`config.mk`:
```
export PLATFORM = sky130hd
export DESIGN_NAME = acc_drain
export DESIGN_NICKNAME = d
export VERILOG_FILES = /design/src/rtl/acc_drain.sv
export SDC_FILE = /design/constraint.sdc
export NUM_CORES = 1
export LEC_CHECK = 0
export ABC_AREA = 1
export BUFFER_PORTS_ARGS = -buffer_cell sky130_fd_sc_hd__buf_4
export CORE_ASPECT_RATIO = 1.2
export CORE_MARGIN = 5
export CORE_UTILIZATION = 50
export CTS_CLUSTER_SIZE = 14
export DETAILED_ROUTE_END_ITERATION = 10
export GPL_TIMING_DRIVEN = 0
export PLACE_DENSITY = 0.72
export SYNTH_ARGS = -nofsm -noshare
export SYNTH_HDL_FRONTEND = slang
export SYNTH_SLANG_ARGS = --single-unit
export TNS_END_PERCENT = 30
```
`constraint.sdc`:
```
create_clock -name clk -period 13.4 [get_ports clk]
set_input_delay 0.67 -clock clk [delete_from_list [all_inputs] [get_ports clk]]
set_output_delay 0.67 -clock clk [all_outputs]
set_load 0.01 [all_outputs]
```
`src/rtl/acc_drain.sv`:
```
// Output stage for one systolic column: ping-pong capture of R accumulators,
// requantise (round, shift, saturate) and drain one word per beat onto AXI-Stream.
module acc_drain #(
    parameter int R     = 4,
    parameter int WY    = 32,
    parameter int WO    = 8,
    parameter int SHIFT = 0
) (
    input  logic            clk,
    input  logic            rst,
    input  logic            s_valid,
    output logic            s_ready,
    input  logic [R*WY-1:0] s_data,
    output logic            m_valid,
    input  logic            m_ready,
    output logic [WO-1:0]   m_data,
    output logic            m_last
);

    localparam int            IW   = (R > 1) ? $clog2(R) : 1;
    localparam logic [IW-1:0] LAST = IW'(R - 1);

    // Requantisation constants, all in WY+1 bits so the rounding add cannot wrap.
    localparam logic signed [WY:0] RND  = ({{WY{1'b0}}, 1'b1} << SHIFT) >> 1;
    localparam logic signed [WY:0] QMAX = {{(WY-WO+2){1'b0}}, {(WO-1){1'b1}}};
    localparam logic signed [WY:0] QMIN = {{(WY-WO+2){1'b1}}, {(WO-1){1'b0}}};

    logic [WY-1:0] bank [2][R];
    logic          wr_ptr, rd_ptr;
    logic [1:0]    cnt;
    logic [IW-1:0] idx;
    logic          cap, beat, fin;

    assign s_ready = (cnt != 2'd2);
    assign m_valid = (cnt != 2'd0);
    assign m_last  = m_valid && (idx == LAST);
    assign cap     = s_valid && s_ready;
    assign beat    = m_valid && m_ready;
    assign fin     = beat && (idx == LAST);

    always_ff @(posedge clk or posedge rst) begin
        if (rst) begin
            for (int b = 0; b < 2; b++)
                for (int r = 0; r < R; r++)
                    bank[b][r] <= '0;
            wr_ptr <= 1'b0;
            rd_ptr <= 1'b0;
            cnt    <= 2'd0;
            idx    <= '0;
        end else begin
            if (cap) begin
                for (int r = 0; r < R; r++)
                    bank[wr_ptr][r] <= s_data[r*WY +: WY];
                wr_ptr <= ~wr_ptr;
            end
            if (beat) begin
                if (fin) begin
                    idx    <= '0;
                    rd_ptr <= ~rd_ptr;
                end else begin
                    idx <= idx + IW'(1);
                end
            end
            // Capture and packet completion in the same cycle cancel out.
            case ({cap, fin})
                2'b10:   cnt <= cnt + 2'd1;
                2'b01:   cnt <= cnt - 2'd1;
                default: cnt <= cnt;
            endcase
        end
    end

    logic signed [WY:0] xe, t;

    always_comb begin
        xe = {bank[rd_ptr][idx][WY-1], bank[rd_ptr][idx]};
        t  = (xe + RND) >>> SHIFT;
        if (t > QMAX)
            m_data = QMAX[WO-1:0];
        else if (t < QMIN)
            m_data = QMIN[WO-1:0];
        else
            m_data = t[WO-1:0];
    end

endmodule
```
==> results of run 1 <==
per-stage QoR:
stage | power, mW | area [um^2] | utilization
CTS | 4.05 | 15300 | 0.601
global route | 4.37 | 15300 | 0.601
detailed placement | 3.26 | 14400 | 0.565
global placement | 3.22 | 14300 | 0.563
finish | 4.09 | 15300 | 0.601
floorplan | 2.54 | 12900 | -
cell families (layout without fill, tap and decap cells):
group | Yosys count | count (layout) | synth area share
xor gates and xnor gates | 3 | 3 | 0.00204
buffers and inverters | 365 | 556 | 0.113
adders and majority gates | 2 | 2 | 0.00195
AOI/OAI and AO/OA | 291 | 291 | 0.113
and+or+nand+nor | 854 | 854 | 0.260
DFF | 262 | 262 | 0.510
cell type report:
| class | instances | area (um^2) |
|---|---|---|
| Buffer | 106 | 485 |
| Clock buffer | 41 | 808 |
| Clock inverter | 7 | 115 |
| Fill cell | 2399 | 10200 |
| Inverter | 259 | 980 |
| Multi-Input combinational cell | 1150 | 4850 |
| Sequential cell | 262 | 6560 |
| Tap cell | 330 | 413 |
| Timing Repair Buffer | 143 | 1090 |
layer usage:
layer | up-vias | routed length (um) | global-route usage
met5 | - | 0 | 0
li1 | 5751 | - | -
met2 | 676 | 20800 | 0.491
met3 | 126 | 4280 | 0.0474
met4 | 0 | 1890 | 0.124
met1 | 5747 | 17400 | 0.411
how the worst max path moves through the flow:
| stage | startpoint | end | slack [ps] | cells past startpoint |
|---|---|---|---|---|
| after CTS | idx[1] | m_data[6] | 9590 | 13 |
| final | idx[0] | m_data[6] | 9540 | 14 |
| after floorplan | rst | bank[0] | 5520 | 1 |
| after detailed placement | idx[1] | m_data[6] | 10180 | 13 |
| after global routing | idx[1] | m_data[6] | 9380 | 13 |
| after global placement | rst | bank[21] | 2790 | 2 |
state kept, by name (all words and copies together) (netlist names):
name    count
rd_ptr      1
cnt         2
idx         2
bank      256
wr_ptr      1
synth_stat cells:
cell / count / area, um^2
ha_1: 2 / 25.0
inv_1: 257 / 965
buf_4: 12 / 90.1
o21ai_0: 281 / 1410
dfrtp_1: 262 / 6560
clkbuf_1: 55 / 206
nand2_2: 1 / 6.26
o21ai_1: 8 / 40.0
buf_1: 10 / 37.5
nor2_1: 118 / 443
inv_2: 2 / 7.51
xor2_1: 2 / 17.5
nand2_1: 633 / 2380
xnor2_1: 1 / 8.76
nand3_2: 1 / 10.0
a21oi_1: 2 / 10.0
buf_6: 1 / 11.3
nand3_1: 100 / 500
buf_2: 28 / 140
or2_2: 1 / 6.26
power by group through the flow:
stage	Sequential [mW]	Clock [mW]	Combinational [mW]
after floorplan	1.32	0	1.22
after global placement	1.36	0	1.86
after detailed placement	1.37	0	1.89
after CTS	1.36	0.795	1.90
after global routing	1.41	0.829	2.14
final	1.37	0.794	1.93
critical path, stage by stage (launching register included):
cell	delay, ps
dfrtp_1	370
buf_2	160
clkbuf_1	650
nor2_1	100
o21ai_0	130
nand3_1	150
nand2_1	150
nand2_1	60
nor2_1	90
nand2_1	60
nor2_1	210
nand3_1	120
nand3_2	160
nand2_1	70
buf_4	140
cells in the final DEF, fill, tap and decap left out:
cell type and n:
nor2_1 118, xnor2_1 1, dfrtp_1 262, nand3_2 1, nand2_2 1, nand2_1 633
a21oi_1 2, o21ai_0 281, inv_8 1, xor2_1 2, nand3_1 100, buf_2 28
or2_2 1, o21ai_1 8, inv_1 256, inv_2 2, clkinvlp_4 2, clkbuf_1 61
bufinv_16 3, clkbuf_16 27, buf_6 1, clkinv_2 2, clkbuf_8 8, buf_4 154
buf_16 1, buf_1 10, ha_1 2
==> flow_metrics.env, run 1 <==
export IMPL_drc_errors=0
export IMPL_worstSetupPathType="register to output port"
export IMPL_slew_violations=0
export IMPL_worst_ir_drop_vdd_uv=149
export IMPL_cts_max_level=1
export IMPL_die_area_mm2=0.0290
export IMPL_cts_tree="built"
export IMPL_initial_core_util=0.505
export IMPL_rows=64
export IMPL_final_instance_count_excl_fill=2298
export IMPL_place_inst=2250
export IMPL_portBuffers=142
export IMPL_rrSetupSlack_ps=10960
export IMPL_ys_seq_area_frac=0.510
export IMPL_syn_instance_count=1777
export IMPL_worst_slack_ps=9540
export IMPL_cts_inserted_buffers=27
export IMPL_place_gp_congestion=0.971
export IMPL_firstDrtPassIters=5
export IMPL_final_hold_violation_count=0
export IMPL_grt_overflow_total=0
export IMPL_wl_per_cell_um=19.3
export IMPL_vias_per_cell=5.35
export IMPL_layout_drive_gt1_share=0.118
export IMPL_place_ws_ps=10180
export IMPL_synth_seq_cells=262
export IMPL_syn_nets=1911
export IMPL_setup_tns_ps=0
export IMPL_fmax_mhz=259
export IMPL_cp_max_fo=10
export IMPL_final_antenna_net_count=0
export IMPL_worstReg2RegStart="cnt[0]"
export IMPL_grt_pass1_vias=11903
export IMPL_dieWidth_um=156
export IMPL_cp_required_ps=12730
export IMPL_drv_cap=0
export IMPL_holdWs_ps=270
export IMPL_slew_headroom=0.349
export IMPL_clock_skew_ps=8.02
export IMPL_yosysWarnings=0
export IMPL_dpl_hpwl_mm=30.9
export IMPL_setup_violations=0
export IMPL_cts_hold_buf=0
export IMPL_power_density_mw_per_mm2=268
export IMPL_cts_resized=0
export IMPL_swShare=0.454
export IMPL_crit_arrival_ps=3190
export IMPL_grt_usage=0.304
export IMPL_status="finished clean"
export IMPL_fp_dieH_um=186
export IMPL_end_kind="output port"
export IMPL_antenna_cells=0
export IMPL_fin_nets=2083
export IMPL_timing_rr_end="bank[194]"
export IMPL_rsz0062_at_grt="no"
export IMPL_wirelength_mm=44.3
export IMPL_grt_pass1_wl_mm=67.4
export IMPL_dr_first_iter_drc_count=1337
export IMPL_postCtsSetupBuffers=0
export IMPL_p_clk_frac=0.194
export IMPL_root_buffer="clkbuf_16"
export IMPL_p_comb_frac=0.472
export IMPL_p_switching_mw=1.86
export IMPL_synth_cell_types=20
export IMPL_grt_max_degree=133
export IMPL_finalCriticalPeriod_ps=3860
export IMPL_r2r_cells=9
export IMPL_clkTransAtPathRegs_ps=60
export IMPL_synth_cell_area_mm2=0.0129
export IMPL_hold_class="input pin to asynchronous set/reset pin"
export IMPL_dr_total_vias=12300
export IMPL_p_int_mw=2.24
export IMPL_power_leakage_nw=8.28
export IMPL_clk_latency_ps=540
export IMPL_synthToLayoutAreaGrowth_pct=18.9
export IMPL_antenna_found_initial=0
export IMPL_io_pins=143
export IMPL_worst_pin_slew_ps=977
export IMPL_p_seq_frac=0.334
export IMPL_core_area_mm2=0.0255
export IMPL_cts_sinks=262
export IMPL_period_share=0.288
export IMPL_clk_path_buf_depth=3
export IMPL_start_kind="register"
export IMPL_avgSynthCellArea_um2=7.24
No activity file was read; power rests on OpenSTA's default activity.
==> run 2, diff against run 1 <==
==> constraint.sdc (replaced) <==
create_clock -name clk -period 3.95 [get_ports clk]
set_input_delay 0.1975 -clock clk [delete_from_list [all_inputs] [get_ports clk]]
set_output_delay 0.1975 -clock clk [all_outputs]
set_load 0.01 [all_outputs]
==> flow_metrics.env, run 2 (synthesis results as in run 1) <==
export IMPL_final_hold_violation_count=0
export IMPL_dr_first_iter_drc_count=1372
export IMPL_vias_per_cell=5.28
export IMPL_initial_core_util=0.505
export IMPL_path_cells="buf_2, clkbuf_1, nor2_1, o21ai_0, nand3_1, nand2_1, nand2_1, nor2_1, nand2_1, nor2_1, nand3_1, nand3_2, nand2_1, buf_4"
export IMPL_cp_common_cell="nand2_1"
export IMPL_place_gp_congestion=0.996
export IMPL_grt_overflow_total=0
export IMPL_timing_hold_worst_endpoint="idx[1]"
export IMPL_r2r_cells=9
export IMPL_slew_violations=0
export IMPL_postCtsSetupBuffers=0
export IMPL_top_regs="bank: 256 flops, cnt: 2 flops, idx: 2 flops"
export IMPL_grt_pass1_wl_mm=70.4
export IMPL_worstSetupPathType="register to output port"
export IMPL_final_cell_mix="nand2_1 (633), o21ai_0 (281), dfrtp_1 (262)"
export IMPL_antenna_found_initial=0
export IMPL_grt_usage=0.318
export IMPL_drv_cap=0
export IMPL_portBuffers=142
export IMPL_total_power_mw=14.0
export IMPL_p_seq_frac=0.333
export IMPL_dpl_cell_area_mm2=0.0145
export IMPL_dr_total_vias=12879
export IMPL_cts_resized=0
export IMPL_final_area_mm2=0.0167
export IMPL_crit_arrival_ps=3160
export IMPL_layout_commonest_cell="nand2_1"
export IMPL_wirelength_mm=46.6
export IMPL_worst_pin_slew_ps=905
export IMPL_p_int_mw=7.61
export IMPL_fin_nets=2220
export IMPL_cts_max_level=1
export IMPL_rrSetupSlack_ps=1580
export IMPL_finalCriticalPeriod_ps=3360
export IMPL_die_area_mm2=0.0290
export IMPL_cts_tree="built"
export IMPL_drc_errors=0
export IMPL_rows=64
export IMPL_period_share=0.850
export IMPL_slowest_delay_ps=620
export IMPL_core_area_mm2=0.0255
export IMPL_cp_required_ps=3750
export IMPL_firstDrtPassIters=6
export IMPL_clkTransAtPathRegs_ps=60
export IMPL_grt_pass1_vias=12696
export IMPL_synthToLayoutAreaGrowth_pct=29.9
export IMPL_fp_dieH_um=186
export IMPL_timing_rr_end="bank[218]"
export IMPL_final_antenna_net_count=0
export IMPL_hold_class="input pin to register"
export IMPL_clk_path_buf_depth=3
export IMPL_holdWs_ps=35.1
export IMPL_cp_max_fo=10
export IMPL_cts_sinks=262
export IMPL_dpl_hpwl_mm=31.6
export IMPL_fmax_mhz=298
export IMPL_end_kind="output port"
export IMPL_regMostFlops="bank"
export IMPL_io_pins=143
export IMPL_status="finished clean"
export IMPL_swShare=0.455
export IMPL_clk_latency_ps=560
export IMPL_p_clk_frac=0.188
export IMPL_root_buffer="clkbuf_16"
export IMPL_clock_skew_ps=13.4
export IMPL_setup_violations=0
export IMPL_wl_per_cell_um=19.1
export IMPL_post_route_util=0.656
export IMPL_worst_ir_drop_vdd_uv=462
export IMPL_worstReg2RegStart="cnt[0]"
export IMPL_place_inst=2256
export IMPL_holdCritStartpoint="m_ready"
export IMPL_rsz0062_at_grt="no"
export IMPL_path_buf_inv=3
export IMPL_antenna_cells=0
export IMPL_power_leakage_nw=8.88
export IMPL_largest_reg_flops=256
export IMPL_critPathSlowestCell="clkbuf_1"
export IMPL_start_kind="register"
export IMPL_layout_drive_gt1_share=0.114
export IMPL_cts_inserted_buffers=28
export IMPL_grt_max_degree=44
export IMPL_crit_family="simple AND/OR/NAND/NOR gates"
export IMPL_final_instance_count_excl_fill=2437
export IMPL_p_comb_frac=0.478
export IMPL_p_switching_mw=6.36
export IMPL_slew_headroom=0.397
export IMPL_whs_path_depth=4
export IMPL_dieWidth_um=156
export IMPL_power_density_mw_per_mm2=836
-- run 2: changes by cell type in the layout (fill, tap and decap cells not counted), sizes merged --
cell | previous run | this run
dlygate4sd3 | 0 | 130
buf | 194 | 200
clkinv | 2 | 7
bufinv | 3 | 1
clkbuf | 96 | 97
inv | 259 | 258
-- run 2: final cells by class --
class / instances / area [um^2]
timing repair buffer: 279 / 2510
buffer: 106 / 485
sequential: 262 / 6560
tap: 330 / 413
multi-input combinational: 1150 / 4850
fill: 2186 / 8760
clock inverter: 9 / 83.8
inverter: 259 / 976
clock buffer: 42 / 833
-- run 2: repair_timing --
action                                  CTS  global route
hold buffers                            130             0
endpoints found under the hold margin   275             0
endpoints found under the setup margin    0             0
-- run 2: power groups by stage --
stage / logic [mW] / registers (mW) / clock network, mW
after floorplan: 4.13 / 4.48 / 0
after global routing: 7.35 / 4.79 / 2.74
final: 6.68 / 4.66 / 2.63
after global placement: 6.28 / 4.62 / 0
after CTS: 6.56 / 4.62 / 2.64
after detailed placement: 6.43 / 4.65 / 0
-- run 2: tightest hold or removal path, delay by kind of cell --
family	cells	cell delay, ps
and+or+nand+nor	1	70
AOI/OAI and AO/OA	1	90
buffers and inverters	2	190
-- run 2: how the worst max path moves through the flow --
stage	startpoint	end	slack, ps	cells past startpoint
2_1_floorplan	rst	bank[0]	300	1
3_3_place_gp	rst	bank[91]	-1200	2
3_5_place_dp	idx[1]	m_data[2]	1250	13
4_1_cts	idx[1]	m_data[2]	640	13
5_1_grt	idx[1]	m_data[6]	490	13
6_report	idx[0]	m_data[2]	590	14
-- run 2: through the flow --
stage | TNS (ps) | worst slack (ps)
5_1_grt | 0 | 486
3_5_place_dp | 0 | 1250
3_3_place_gp | -308690 | -1200
4_1_cts | 0 | 640
6_report | 0 | 592
2_1_floorplan | 0 | 297
-- run 2: routing by layer --
layer | vias up | track usage | routed length [um]
met1 | 6012 | 0.408 | 17900
met2 | 692 | 0.531 | 22300
li1 | 6039 | - | -
met3 | 136 | 0.0479 | 4100
met4 | 0 | 0.147 | 2240
met5 | - | 0 | 0
